$ cat src/rtl/shift_add_mul_pkg.sv
// Shared types and helpers for the shift-add multiply scheduler.
package shift_add_mul_pkg;

   typedef enum logic [1:0] {
      IDLE = 2'd0,
      RUN  = 2'd1,
      DONE = 2'd2
   } state_t;

   // Index width for n items; never below one bit so ports stay legal.
   function automatic int unsigned idw_of(input int unsigned n);
      return (n <= 2) ? 1 : $clog2(n);
   endfunction

endpackage

$ cat src/rtl/shift_add_mul_sched_rr_arbiter.sv
// Round-robin grant: first valid requester strictly after rr_ptr, with wrap.
module rr_arbiter
   import shift_add_mul_pkg::*;
#(
   parameter int unsigned REQ = 2,
   localparam int unsigned IDW = idw_of(REQ)
) (
   input  logic [REQ-1:0] req_valid,
   input  logic [IDW-1:0] rr_ptr,
   output logic [REQ-1:0] grant,
   output logic [IDW-1:0] grant_idx,
   output logic           grant_valid
);

   // Search above the pointer first, then fall back to the lowest index (wrap).
   always_comb begin
      grant_idx   = '0;
      grant_valid = 1'b0;
      grant       = '0;
      for (int unsigned i = 0; i < REQ; i++) begin
         if (!grant_valid && req_valid[i] && (i > 32'(rr_ptr))) begin
            grant_valid = 1'b1;
            grant_idx   = IDW'(i);
         end
      end
      for (int unsigned i = 0; i < REQ; i++) begin
         if (!grant_valid && req_valid[i]) begin
            grant_valid = 1'b1;
            grant_idx   = IDW'(i);
         end
      end
      if (grant_valid) begin
         grant[grant_idx] = 1'b1;
      end
   end

endmodule

$ cat src/rtl/shift_add_mul_sched.sv
// Serial shift-add multiplier shared by REQ requesters via round-robin grant.
module shift_add_mul_sched
   import shift_add_mul_pkg::*;
#(
   parameter int unsigned N   = 8,
   parameter int unsigned REQ = 2,
   localparam int unsigned IDW = idw_of(REQ)
) (
   input  logic               clk,
   input  logic               rst,
   input  logic [REQ-1:0]     req_valid,
   output logic [REQ-1:0]     req_ready,
   input  logic [REQ*N-1:0]   req_a,
   input  logic [REQ*N-1:0]   req_b,
   output logic               res_valid,
   input  logic               res_ready,
   output logic [IDW-1:0]     res_id,
   output logic [2*N-1:0]     res_product,
   output logic               busy
);

   localparam int unsigned CW = idw_of(N);

   state_t           state;
   logic [N-1:0]     a_q;
   logic [N-1:0]     b_q;
   logic [IDW-1:0]   id_q;
   logic [CW-1:0]    cnt;
   logic [2*N-1:0]   acc;
   logic [2*N-1:0]   addend;
   logic [2*N-1:0]   acc_next;
   logic [IDW-1:0]   rr_ptr;
   logic [REQ-1:0]   grant;
   logic [IDW-1:0]   grant_idx;
   logic             grant_valid;
   logic [N-1:0]     sel_a;
   logic [N-1:0]     sel_b;

   rr_arbiter #(.REQ(REQ)) u_arb (
      .req_valid   (req_valid),
      .rr_ptr      (rr_ptr),
      .grant       (grant),
      .grant_idx   (grant_idx),
      .grant_valid (grant_valid)
   );

   // Operand mux for the granted requester and the per-bit partial product.
   always_comb begin
      sel_a = '0;
      sel_b = '0;
      for (int unsigned i = 0; i < REQ; i++) begin
         if (grant[i]) begin
            sel_a = req_a[i*N +: N];
            sel_b = req_b[i*N +: N];
         end
      end
      addend   = b_q[cnt] ? ({{N{1'b0}}, a_q} << cnt) : '0;
      acc_next = acc + addend;
   end

   assign req_ready = (state == IDLE) ? grant : '0;
   assign busy      = (state != IDLE);

   // Control FSM: grant in IDLE, N accumulate cycles in RUN, hold result in DONE.
   always_ff @(posedge clk) begin
      if (rst) begin
         state       <= IDLE;
         res_valid   <= 1'b0;
         res_id      <= '0;
         res_product <= '0;
         rr_ptr      <= IDW'(REQ - 1);
         a_q         <= '0;
         b_q         <= '0;
         id_q        <= '0;
         acc         <= '0;
         cnt         <= '0;
      end else begin
         case (state)
            IDLE: begin
               if (grant_valid) begin
                  a_q    <= sel_a;
                  b_q    <= sel_b;
                  id_q   <= grant_idx;
                  rr_ptr <= grant_idx;
                  acc    <= '0;
                  cnt    <= '0;
                  state  <= RUN;
               end
            end
            RUN: begin
               acc <= acc_next;
               cnt <= cnt + CW'(1);
               if (cnt == CW'(N - 1)) begin
                  res_product <= acc_next;
                  res_id      <= id_q;
                  res_valid   <= 1'b1;
                  state       <= DONE;
               end
            end
            DONE: begin
               if (res_ready) begin
                  res_valid <= 1'b0;
                  state     <= IDLE;
               end
            end
            default: state <= IDLE;
         endcase
      end
   end

endmodule

$ cat config.mk
export PLATFORM = sky130hd
export DESIGN_NAME = shift_add_mul_sched
export DESIGN_NICKNAME = d
export VERILOG_FILES = /design/src/rtl/shift_add_mul_pkg.sv /design/src/rtl/shift_add_mul_sched_rr_arbiter.sv /design/src/rtl/shift_add_mul_sched.sv
export SDC_FILE = /design/constraint.sdc
export NUM_CORES = 1
export LEC_CHECK = 0
export ABC_AREA = 1
export CORE_ASPECT_RATIO = 1.2
export CORE_MARGIN = 2
export CORE_UTILIZATION = 54
export CTS_CLUSTER_SIZE = 40
export DETAILED_ROUTE_END_ITERATION = 10
export GPL_TIMING_DRIVEN = 0
export PLACE_DENSITY = 0.86
export REMOVE_ABC_BUFFERS = 1
export SYNTH_ARGS = -nofsm -noshare
export SYNTH_HDL_FRONTEND = slang
export SYNTH_SLANG_ARGS = --single-unit
$ cat constraint.sdc
create_clock -name clk -period 3.2 [get_ports clk]
set_input_delay 0.64 -clock clk [delete_from_list [all_inputs] [get_ports clk]]
set_output_delay 0.64 -clock clk [all_outputs]
set_load 0.02 [all_outputs]
==> impl_metrics.sql <==
INSERT INTO impl_metrics (metric_group, metric, value, unit) VALUES
('die', 'effective_utilization_at_floorplan', '0.556', ''),
('pwr', 'cellPowerDensity', '417', 'nW/um^2'),
('synth', 'synth_simple_gate_area_share', '0.318', ''),
('sta', 'timing.final.hold_violations', '0', ''),
('pwr', 'p_sw', '0.493', 'mW'),
('finish', 'post_route_cells_drive_above_1_share', '0.0632', ''),
('finish', 'insertedDiodeCount', '0', ''),
('sta', 'final_min_period_over_clock_period', '0.912', ''),
('cts', 'clk_path_buf_depth', '2', ''),
('outcome', 'status', 'finished, final reports clean', ''),
('cts', 'clock_tree.root_cell', 'clkbuf_8', ''),
('flow_run', 'cap_violations', '0', ''),
('grt', 'vias_in_the_first_global_route', '3343', ''),
('pwr', 'power.clock.fraction', '0.427', ''),
('finish', 'final_area', '4370', 'um^2'),
('pwr', 'netSwitchingFraction', '0.270', ''),
('synth', 'synth_largest_type_area_fraction', '0.318', ''),
('cts', 'cts_tree', 'done', ''),
('route', 'drt-wirelength-per-cell', '12.1', 'um'),
('grt', 'initial_antenna_violation_count', '0', ''),
('placement', 'hpwlAfterDp', '6170', 'um'),
('worst_setup_path', 'reg2reg_setup_slack', '0.40', 'ns'),
('pwr', 'power.share.sequential', '0.420', ''),
('synth', 'post_synthesis_sequential_area_ratio', '0.318', ''),
('cts', 'clk_transition_reported_paths', '0.07', 'ns'),
('grt', 'grt_pass1_wl', '14000', 'um'),
('cts', 'worstSkewPairLatency', '0.35', 'ns'),
('sta', 'tightest_slew', '1.31', 'ns'),
('die', 'core', '6450', 'um^2'),
('worst_setup_path', 'crit-reg2reg-launch', 'cnt[1]', ''),
('finish', 'areaGrowthSynthToFinish', '21.8', '%'),
('cts', 'cts.htree.levels', '3', ''),
('sta', 'finalMaxSlewViolations', '0', ''),
('pwr', 'p_leak', '2.07', 'nW'),
('grt', 'grt-ovfl-total', '0', ''),
('sta', 'fin_ws', '0.283', 'ns'),
('synth', 'ys_async_sr_fraction', '0', ''),
('sta', 'relSlewSlack', '0.121', ''),
('synth', 'post-synth-top-count-cell', 'nand2_1', ''),
('placement', 'dp_slack', '-0.0869', 'ns'),
('synth', 'synth-edff-count', '0', ''),
('pwr', 'internal_power', '1.33', 'mW'),
('worst_setup_path', 'worst_r2r_path_depth', '17', ''),
('worst_setup_path', 'crit_path_start', 'rst', ''),
('worst_setup_path', 'worstSetupStartpointType', 'input pin', ''),
('placement', 'port_buffers', '57', ''),
('synth', 'postSynthRegisterBits', '57', ''),
('synth', 'synth_area_leader_cell', 'dfxtp_1', ''),
('route', 'detail-route-antenna-nets', '0', ''),
('synth', 'syn-cell-area', '3590', 'um^2'),
('die', 'die_height', '93.3', 'um'),
('die', 'dieWidth', '78.4', 'um'),
('sta', 'fmax', '343', 'MHz'),
('worst_setup_path', 'worstReg2RegEnd', 'acc[12]', ''),
('synth', 'yosys_most_used_dff', 'dfxtp_1', ''),
('synth', 'post_synth_num_cell_types', '32', ''),
('route', 'first_iter_violations', '140', ''),
('sta', 'finalHoldWorstSlack', '0.462', 'ns'),
('sta', 'worst_clock_skew', '0.00912', 'ns'),
('worst_setup_path', 'worst-endpoint-arrival', '3.16', 'ns'),
('worst_setup_path', 'timing.critical_path.to', 'res_product[8]', ''),
('placement', 'gpl.final_weighted_congestion', '0.902', ''),
('pwr', 'power.ir.vdd_worst', '0.293', 'mV'),
('synth', 'multiplexer_area_fraction_after_synthesis', '0.00558', ''),
('finish', 'design.final.nets', '651', ''),
('worst_hold_path', 'holdCritPathClass', 'reg -> reg', ''),
('worst_setup_path', 'setup.worst_path.end_class', 'flip-flop', ''),
('synth', 'average_instance_area_after_synthesis', '6.53', 'um^2'),
('worst_setup_path', 'path_max_fanout', '35', ''),
('synth', 'synthesis.yosys.warnings', '0', ''),
('grt', 'gr-usage-all-layers', '0.242', '');
-- layout make-up --
cell class / count / area [um^2]
fillers: 554 / 2080
multi-input cells: 398 / 2040
flip-flops and latches: 57 / 1140
repair buffers: 57 / 569
inverters: 73 / 277
clock buffers: 11 / 151
well taps: 85 / 106
clock inverters: 5 / 77.6
-- worst min-delay path by stage --
stage	cells past startpoint	slack, ns	start	endpoint
after CTS	2	0.46	res_product[1]	res_product[1]
after global routing	2	0.50	acc[10]	acc[10]
after detailed placement	2	0.45	res_product[1]	res_product[1]
final	2	0.46	res_product[1]	res_product[1]
after floorplan	2	0.44	acc[0]	acc[0]
after global placement	2	0.45	res_product[2]	res_product[2]
-- cell usage in the layout (no fill, tap or decap), types with 11 or more instances in the layout --
master / n
nor2_1: 32
nand3_1: 27
o21ai_0: 17
ha_1: 17
o21ai_1: 20
inv_1: 61
inv_2: 11
a31oi_1: 16
clkbuf_8: 11
nand2_1: 181
dfxtp_1: 55
a21oi_1: 34
clkdlybuf4s50_1: 56
-- flip-flops by register name, summed over array words and instances, names as in the netlist --
register,cells
state,2
a_q,8
rr_ptr,1
acc,16
res_id,1
b_q,8
res_valid,1
id_q,1
cnt,3
res_product,16
-- kinds of logic (layout without fill, tap and decap cells) --
group / after synthesis / after routing
AO/OA/AOI/OAI: 104 / 104
XOR/XNOR: 7 / 7
adder cells (fa/ha/maj): 18 / 18
buffers and inverters: 94 / 146
flip-flops: 57 / 57
multiplexers: 2 / 2
AND/OR/NAND/NOR: 267 / 267
-- layer usage --
| layer | GRT usage | vias up | routed length (um) |
|---|---|---|---|
| li1 | - | 1864 | - |
| met1 | 0.251 | 1578 | 3450 |
| met2 | 0.450 | 77 | 4240 |
| met3 | 0.0357 | 17 | 314 |
| met4 | 0.152 | 0 | 278 |
| met5 | 0 | - | 0 |
-- power groups by stage --
stage | clock network [mW] | logic, mW | registers [mW]
after detailed placement | 0 | 0.278 | 0.781
after global placement | 0 | 0.271 | 0.779
after CTS | 0.785 | 0.281 | 0.765
after floorplan | 0 | 0.177 | 0.773
final | 0.778 | 0.279 | 0.766
after global routing | 0.815 | 0.309 | 0.769
-- through the flow --
step | instances | TNS, ns | power (mW)
3_5_place_dp | 670 | -0.856 | 1.06
3_3_place_gp | 670 | -0.311 | 1.05
6_report | 686 | 0 | 1.82
4_1_cts | 686 | 0 | 1.83
5_1_grt | 686 | 0 | 1.89
2_1_floorplan | 528 | 0 | 0.950
-- worst max-delay path: stages --
cell and delay (ns):
clkdlybuf4s50_1 1.35, inv_1 0.74, o21ai_1 0.23, o21bai_1 0.13, inv_1 0.05
-- what timing repair did --
item,in CTS,in global routing
gates resized for setup,1,2
setup buffers,0,0
endpoints found under the setup margin,1,14
(Power assumes the default switching activity.)
